`src/rtl/rob_ctrl_pkg.sv`:
```
// rob_ctrl_pkg: shared types and constants for the reorder-buffer controller
package rob_ctrl_pkg;
  localparam int ROB_WIDTH = 6;
  typedef enum logic [0:0] {RUN, RECOVER} rob_ctrl_state_e;
  typedef struct packed {
    logic [ROB_WIDTH-1:0] head;
    logic [ROB_WIDTH-1:0] tail;
    logic [ROB_WIDTH:0]   cnt;
    logic                 empty;
    logic                 full;
  } rob_ctrl_status_t;
endpackage

```
`src/rtl/rob_commit_sel.sv`:
```
// rob_commit_sel: in-order retire selection for the two oldest ROB entries
module rob_commit_sel #(
  parameter int CW = 7
) (
  input  logic          run,
  input  logic          stall,
  input  logic [1:0]    valid,
  input  logic [1:0]    single,
  input  logic [CW-1:0] cnt,
  output logic [1:0]    req
);
  assign req[0] = run & ~stall & valid[0] & (cnt != '0);
  assign req[1] = req[0] & valid[1] & (cnt > CW'(1)) & ~|single;
endmodule

```
`src/rtl/rob_ctrl.sv`:
```
// rob_ctrl: ROB allocation/retire pointers, occupancy and post-flush recovery
module rob_ctrl #(
  parameter int ROB_WIDTH      = rob_ctrl_pkg::ROB_WIDTH,
  parameter int RECOVER_CYCLES = 2
) (
  input  logic                      clk,
  input  logic                      rst_n,
  input  logic                      flush_i,
  input  logic [1:0]                dispatch_req_i,
  output logic                      dispatch_ready_o,
  output logic [1:0][ROB_WIDTH-1:0] dispatch_rob_id_o,
  input  logic [1:0]                commit_valid_i,
  input  logic [1:0]                commit_single_i,
  input  logic                      commit_stall_i,
  output logic [1:0]                commit_req_o,
  output logic [ROB_WIDTH-1:0]      head_ptr_o,
  output logic [ROB_WIDTH-1:0]      tail_ptr_o,
  output logic [ROB_WIDTH:0]        rob_cnt_o,
  output logic                      rob_empty_o,
  output logic                      rob_full_o,
  output logic                      recovering_o
);
  import rob_ctrl_pkg::*;
  localparam int DEPTH = 1 << ROB_WIDTH;
  localparam int CW    = ROB_WIDTH + 1;
  rob_ctrl_state_e      state_q, state_d;
  logic [3:0]           rcnt_q, rcnt_d;
  logic [ROB_WIDTH-1:0] head_q, tail_q;
  logic [CW-1:0]        cnt_q;
  logic [1:0]           alloc_n, ret_n;
  logic                 run;
  assign run              = (state_q == RUN) & ~flush_i;
  assign dispatch_ready_o = run & (cnt_q <= CW'(DEPTH - 2));
  assign dispatch_rob_id_o[0] = head_q;
  assign dispatch_rob_id_o[1] = head_q + ROB_WIDTH'(1);
  assign alloc_n = dispatch_ready_o ? 2'(dispatch_req_i[0]) + 2'(dispatch_req_i[1]) : 2'd0;
  assign ret_n   = 2'(commit_req_o[0]) + 2'(commit_req_o[1]);
  assign head_ptr_o   = head_q;
  assign tail_ptr_o   = tail_q;
  assign rob_cnt_o    = cnt_q;
  assign rob_empty_o  = cnt_q == '0;
  assign rob_full_o   = cnt_q >= CW'(DEPTH - 1);
  assign recovering_o = state_q == RECOVER;
  rob_commit_sel #(.CW(CW)) u_commit_sel (
    .run    (run),
    .stall  (commit_stall_i),
    .valid  (commit_valid_i),
    .single (commit_single_i),
    .cnt    (cnt_q),
    .req    (commit_req_o)
  );
  // flush (re)arms the recovery countdown; RECOVER exits once it reaches zero
  always_comb begin
    state_d = state_q;
    rcnt_d  = rcnt_q;
    if (flush_i) begin
      state_d = RECOVER;
      rcnt_d  = 4'(RECOVER_CYCLES - 1);
    end else if (state_q == RECOVER) begin
      state_d = (rcnt_q == '0) ? RUN : RECOVER;
      rcnt_d  = (rcnt_q == '0) ? rcnt_q : rcnt_q - 4'd1;
    end
  end
  // state, pointers and occupancy; flush clears the buffer outright
  always_ff @(posedge clk) begin
    if (!rst_n) begin
      state_q <= RUN;
      rcnt_q  <= '0;
      head_q  <= '0;
      tail_q  <= '0;
      cnt_q   <= '0;
    end else begin
      state_q <= state_d;
      rcnt_q  <= rcnt_d;
      head_q  <= flush_i ? '0 : head_q + ROB_WIDTH'(alloc_n);
      tail_q  <= flush_i ? '0 : tail_q + ROB_WIDTH'(ret_n);
      cnt_q   <= flush_i ? '0 : cnt_q + CW'(alloc_n) - CW'(ret_n);
    end
  end
  // simulation sanity checks on occupancy and request encoding
  always_ff @(posedge clk) begin
    if (rst_n) begin
      assert (cnt_q <= CW'(DEPTH));
      assert (cnt_q + CW'(alloc_n) >= CW'(ret_n));
      assert (dispatch_req_i != 2'b10);
    end
  end
endmodule

```
`config.mk`:
```
export PLATFORM = sky130hd
export DESIGN_NAME = rob_ctrl
export DESIGN_NICKNAME = d
export VERILOG_FILES = /design/src/rtl/rob_ctrl_pkg.sv /design/src/rtl/rob_commit_sel.sv /design/src/rtl/rob_ctrl.sv
export SDC_FILE = /design/constraint.sdc
export NUM_CORES = 1
export LEC_CHECK = 0
export ABC_AREA = 1
export BUFFER_PORTS_ARGS = -buffer_cell sky130_fd_sc_hd__buf_2
export CORE_UTILIZATION = 52
export DETAILED_ROUTE_END_ITERATION = 10
export PLACE_DENSITY = 0.79
export REMOVE_ABC_BUFFERS = 1
export SKIP_LAST_GASP = 1
export SLEW_MARGIN = 40
export SYNTH_ARGS = -nofsm -noshare
export SYNTH_HDL_FRONTEND = slang
export SYNTH_SLANG_ARGS = --single-unit
```
`constraint.sdc`:
```
create_clock -name clk -period 3.13 [get_ports clk]
set_clock_uncertainty 0.1 [all_clocks]
set_input_delay 0.313 -clock clk [delete_from_list [all_inputs] [get_ports clk]]
set_output_delay 0.313 -clock clk [all_outputs]
set_load 0.1 [all_outputs]
```
==> run_results.csv <==
group,metric,value,unit
status,status,"finished, final reports clean",
yosys,synth-adder-area-share,0.221,
die,std_cell_rows,20,
cts,clk_path_buf_depth,2,
cells_and_area,fin_util,0.669,
yosys,ys_warn_count,0,
yosys,synth-seq-cells,24,
placement,detailed_place.area,1980,um2
global_route,grt_max_degree,15,
sta,maxSlewViolCount,0,
min_path,min_path_type,"in -> reg",
critical_path,path_buf_inv,2,
routing,ant_nets,0,
critical_path,crit_type,"reg -> reg",
sta,period_needed,3.04,ns
yosys,syn_area,1720,um2
critical_path,r2r_start,"rob_cnt_o[4]$_SDFF_PP0_",
yosys,yosys.area_share.simple,0.267,
critical_path,crit_path_start,"rob_cnt_o[4]$_SDFF_PP0_",
placement,place_hpwl,2680,um
power,clkPwrFrac,0.197,
routing,drc_errors,0,
sta,maxSlewHeadroom,0.674,
power,share_comb_of_total_power,0.508,
power,p_int,0.604,mW
routing,firstDrtPassIters,4,
critical_path,r2r_end,"rob_cnt_o[4]$_SDFF_PP0_",
power,powerDensity,560,nW/um2
yosys,ys_seq_area_frac,0.279,
critical_path,arrival,3.20,ns
global_route,grt_overflow_total,0,
yosys,synth_xor_xnor_area_share,0.0254,
die,die_h,59.6,um
yosys,syn_area_per_cell,7.27,um2
yosys,synth_top_family_by_area,"simple AND/OR/NAND/NOR gates",
sta,finalHoldViolCount,0,
critical_path,crit_family,"adder cells",
cells_and_area,fin_nets,324,
routing,viasPerCell,4.82,
critical_path,worstSetupPathDepth,18,
sta,finalSetupTns,0,ns
die,dieArea,3550,um2
power,sw_frac_of_total,0.480,
placement,finalWeightedCongestion,0.870,
yosys,synth_top_area_frac,0.279,
power,p_seq_frac,0.295,
critical_path,cp.required,3.29,ns
die,initial_core_util,0.555,
die,ios,47,
cts,hold_buffers,0,
critical_path,crit_slowest_cell,"dfxtp_4",
yosys,synth.most_common_cell,"nand2_1",
cells_and_area,final_area,2080,um2
placement,io_buffers,46,
sta,setup_violations,0,
yosys,synth_commonest_cells,"nand2_1 (41), inv_1 (40), nor2_1 (33), dfxtp_1 (24), ha_1 (24)",
routing,wl,3580,um
run,maxCapViolCount,0,
sta,timing.fmax,329,MHz
yosys,synth.area.mux_share,0,
yosys,synth_edf_count,0,
power,p_sw,0.558,mW
critical_path,worst-r2r-setup-slack,0.09,ns
sta,period_share,0.972,
yosys,ys_top_cells_by_area,"dfxtp_1 (28%), ha_1 (17%), nand2_1 (8.9%)",
critical_path,start_kind,"flop",
cells_and_area,syn_to_final_growth,20.5,%
routing,wire_per_inst,10.9,um
cells_and_area,diodes,0,
cts,clk_pin_slew_worst_paths,0.14,ns
critical_path,worstPathCellList,"inv_1, ha_1, nand2_2, nor2_2, a21oi_2, nand3_1, nor2_2, ha_1, ha_1, inv_1, ha_2, fa_2, nand2_2, nand2_1, and2_1, nand2_1, nand2_1, nor2_1",
die,die_w,59.6,um
cts,cts-buffers-inserted,3,
cts,cts-root-buf,"clkbuf_4",
cts,clock_sinks,24,
power,p_leak,1.06,nW
cts,cts_tree,"built",
routing,drt_iter0_drc,80,
yosys,postSynthCellCount,237,
routing,vias,1587,
power,ir_drop,0.334,mV
yosys,synth_compound_area_frac,0.0755,
cts,insertion_delay,0.32,ns
yosys,synth-main-ff-cell,"dfxtp_1",
critical_path,endpoint,"rob_cnt_o[4]$_SDFF_PP0_",
critical_path,end_kind,"flop",
critical_path,r2r.worst_path.cells,18,
global_route,track_usage,0.215,
critical_path,slowest_delay,0.37,ns
die,core_area,3100,um2
global_route,grt_pass1_wl,5760,um
cts,htree_num_levels,1,
yosys,ys_types,27,
sta,worst_slew_pin_slew,0.492,ns
global_route,grt_pass1_vias,1412,
yosys,synth.largest_area_cell,"dfxtp_1",
critical_path,cp_max_fo,4,
global_route,antenna_found_initial,0,
yosys,async_reset_ff_frac,0,
cells_and_area,drive_gt1_frac,0.288,
==> how the worst min path moves through the flow <==
stage,startpoint,endpoint,slack (ns),cells past startpoint
3_3_place_gp,rcnt_q[1]$_SDFFE_PP0P_,rcnt_q[1]$_SDFFE_PP0P_,0.37,2
4_1_cts,rst_n,recovering_o$_SDFF_PN0_,0.17,3
6_report,rst_n,recovering_o$_SDFF_PN0_,0.18,3
2_1_floorplan,rcnt_q[1]$_SDFFE_PP0P_,rcnt_q[1]$_SDFFE_PP0P_,0.35,2
3_5_place_dp,rcnt_q[1]$_SDFFE_PP0P_,rcnt_q[1]$_SDFFE_PP0P_,0.37,2
5_1_grt,rst_n,recovering_o$_SDFF_PN0_,0.20,3
==> power groups by stage <==
stage / clock network [mW] / registers [mW] / logic (mW)
floorplan: 0 / 0.480 / 0.323
global placement: 0 / 0.349 / 0.544
detailed placement: 0 / 0.349 / 0.551
CTS: 0.232 / 0.343 / 0.559
global route: 0.245 / 0.345 / 0.634
finish: 0.228 / 0.343 / 0.590
==> layout by cell type, fill, tap and decap left out, types with 4 or more instances in the layout <==
| master | count |
|---|---|
| buf_4 | 7 |
| ha_1 | 22 |
| nand3_1 | 13 |
| inv_2 | 5 |
| o21ai_0 | 4 |
| dfxtp_1 | 20 |
| nor2_1 | 31 |
| nor2_2 | 4 |
| a21oi_1 | 15 |
| inv_1 | 39 |
| nand2_2 | 4 |
| xor2_1 | 4 |
| nand2_1 | 39 |
| buf_2 | 46 |
==> repair_timing <==
action	4_1_cts	5_1_grt
resized for setup	1	12
endpoints found under the hold margin	0	0
setup buffers	0	3
setup endpoints to repair	1	2
pin swaps	0	5
==> registers in the layout, summed over array words and instances (netlist names) <==
register	flops
head_ptr_o	6
rob_cnt_o	7
tail_ptr_o	6
recovering_o	1
rcnt_q	4
==> cell type report <==
class	count	area [um2]
clock buffers	3	22.5
clock inverters	1	30.0
fillers	287	1030
inverters	44	165
multi-input cells	160	1030
flip-flops and latches	24	488
well taps	44	55.1
repair buffers	53	283
==> logic make-up after synthesis <==
family,after synthesis
AO/OA/AOI/OAI,24
XOR/XNOR,5
adder cells (fa/ha/maj),28
buffers and inverters,53
flip-flops,24
AND/OR/NAND/NOR,103
==> layer usage <==
metal,track usage,part of all wire,vias to the layer above
li1,-,-,829
met1,0.273,0.47,708
met2,0.364,0.47,46
met3,0.0306,0.048,4
met4,0.0864,0.0086,0
met5,0,0,-
==> tightest hold or removal path, cell delays in order <==
cell and delay, ns:
buf_2 0.08, inv_1 0.07, a21oi_1 0.11
==> metrics by stage <==
stage                     total power, mW  instances  setup WS (ns)  hold WS [ns]
after floorplan                     0.802        228          -2.90         0.348
after global placement              0.893        322          0.208         0.366
after detailed placement            0.900        322         0.0668         0.370
after CTS                            1.13        326         0.0541         0.174
after global routing                 1.22        329        -0.0413         0.199
final                                1.16        329         0.0883         0.176
(Power assumes the default switching activity.)
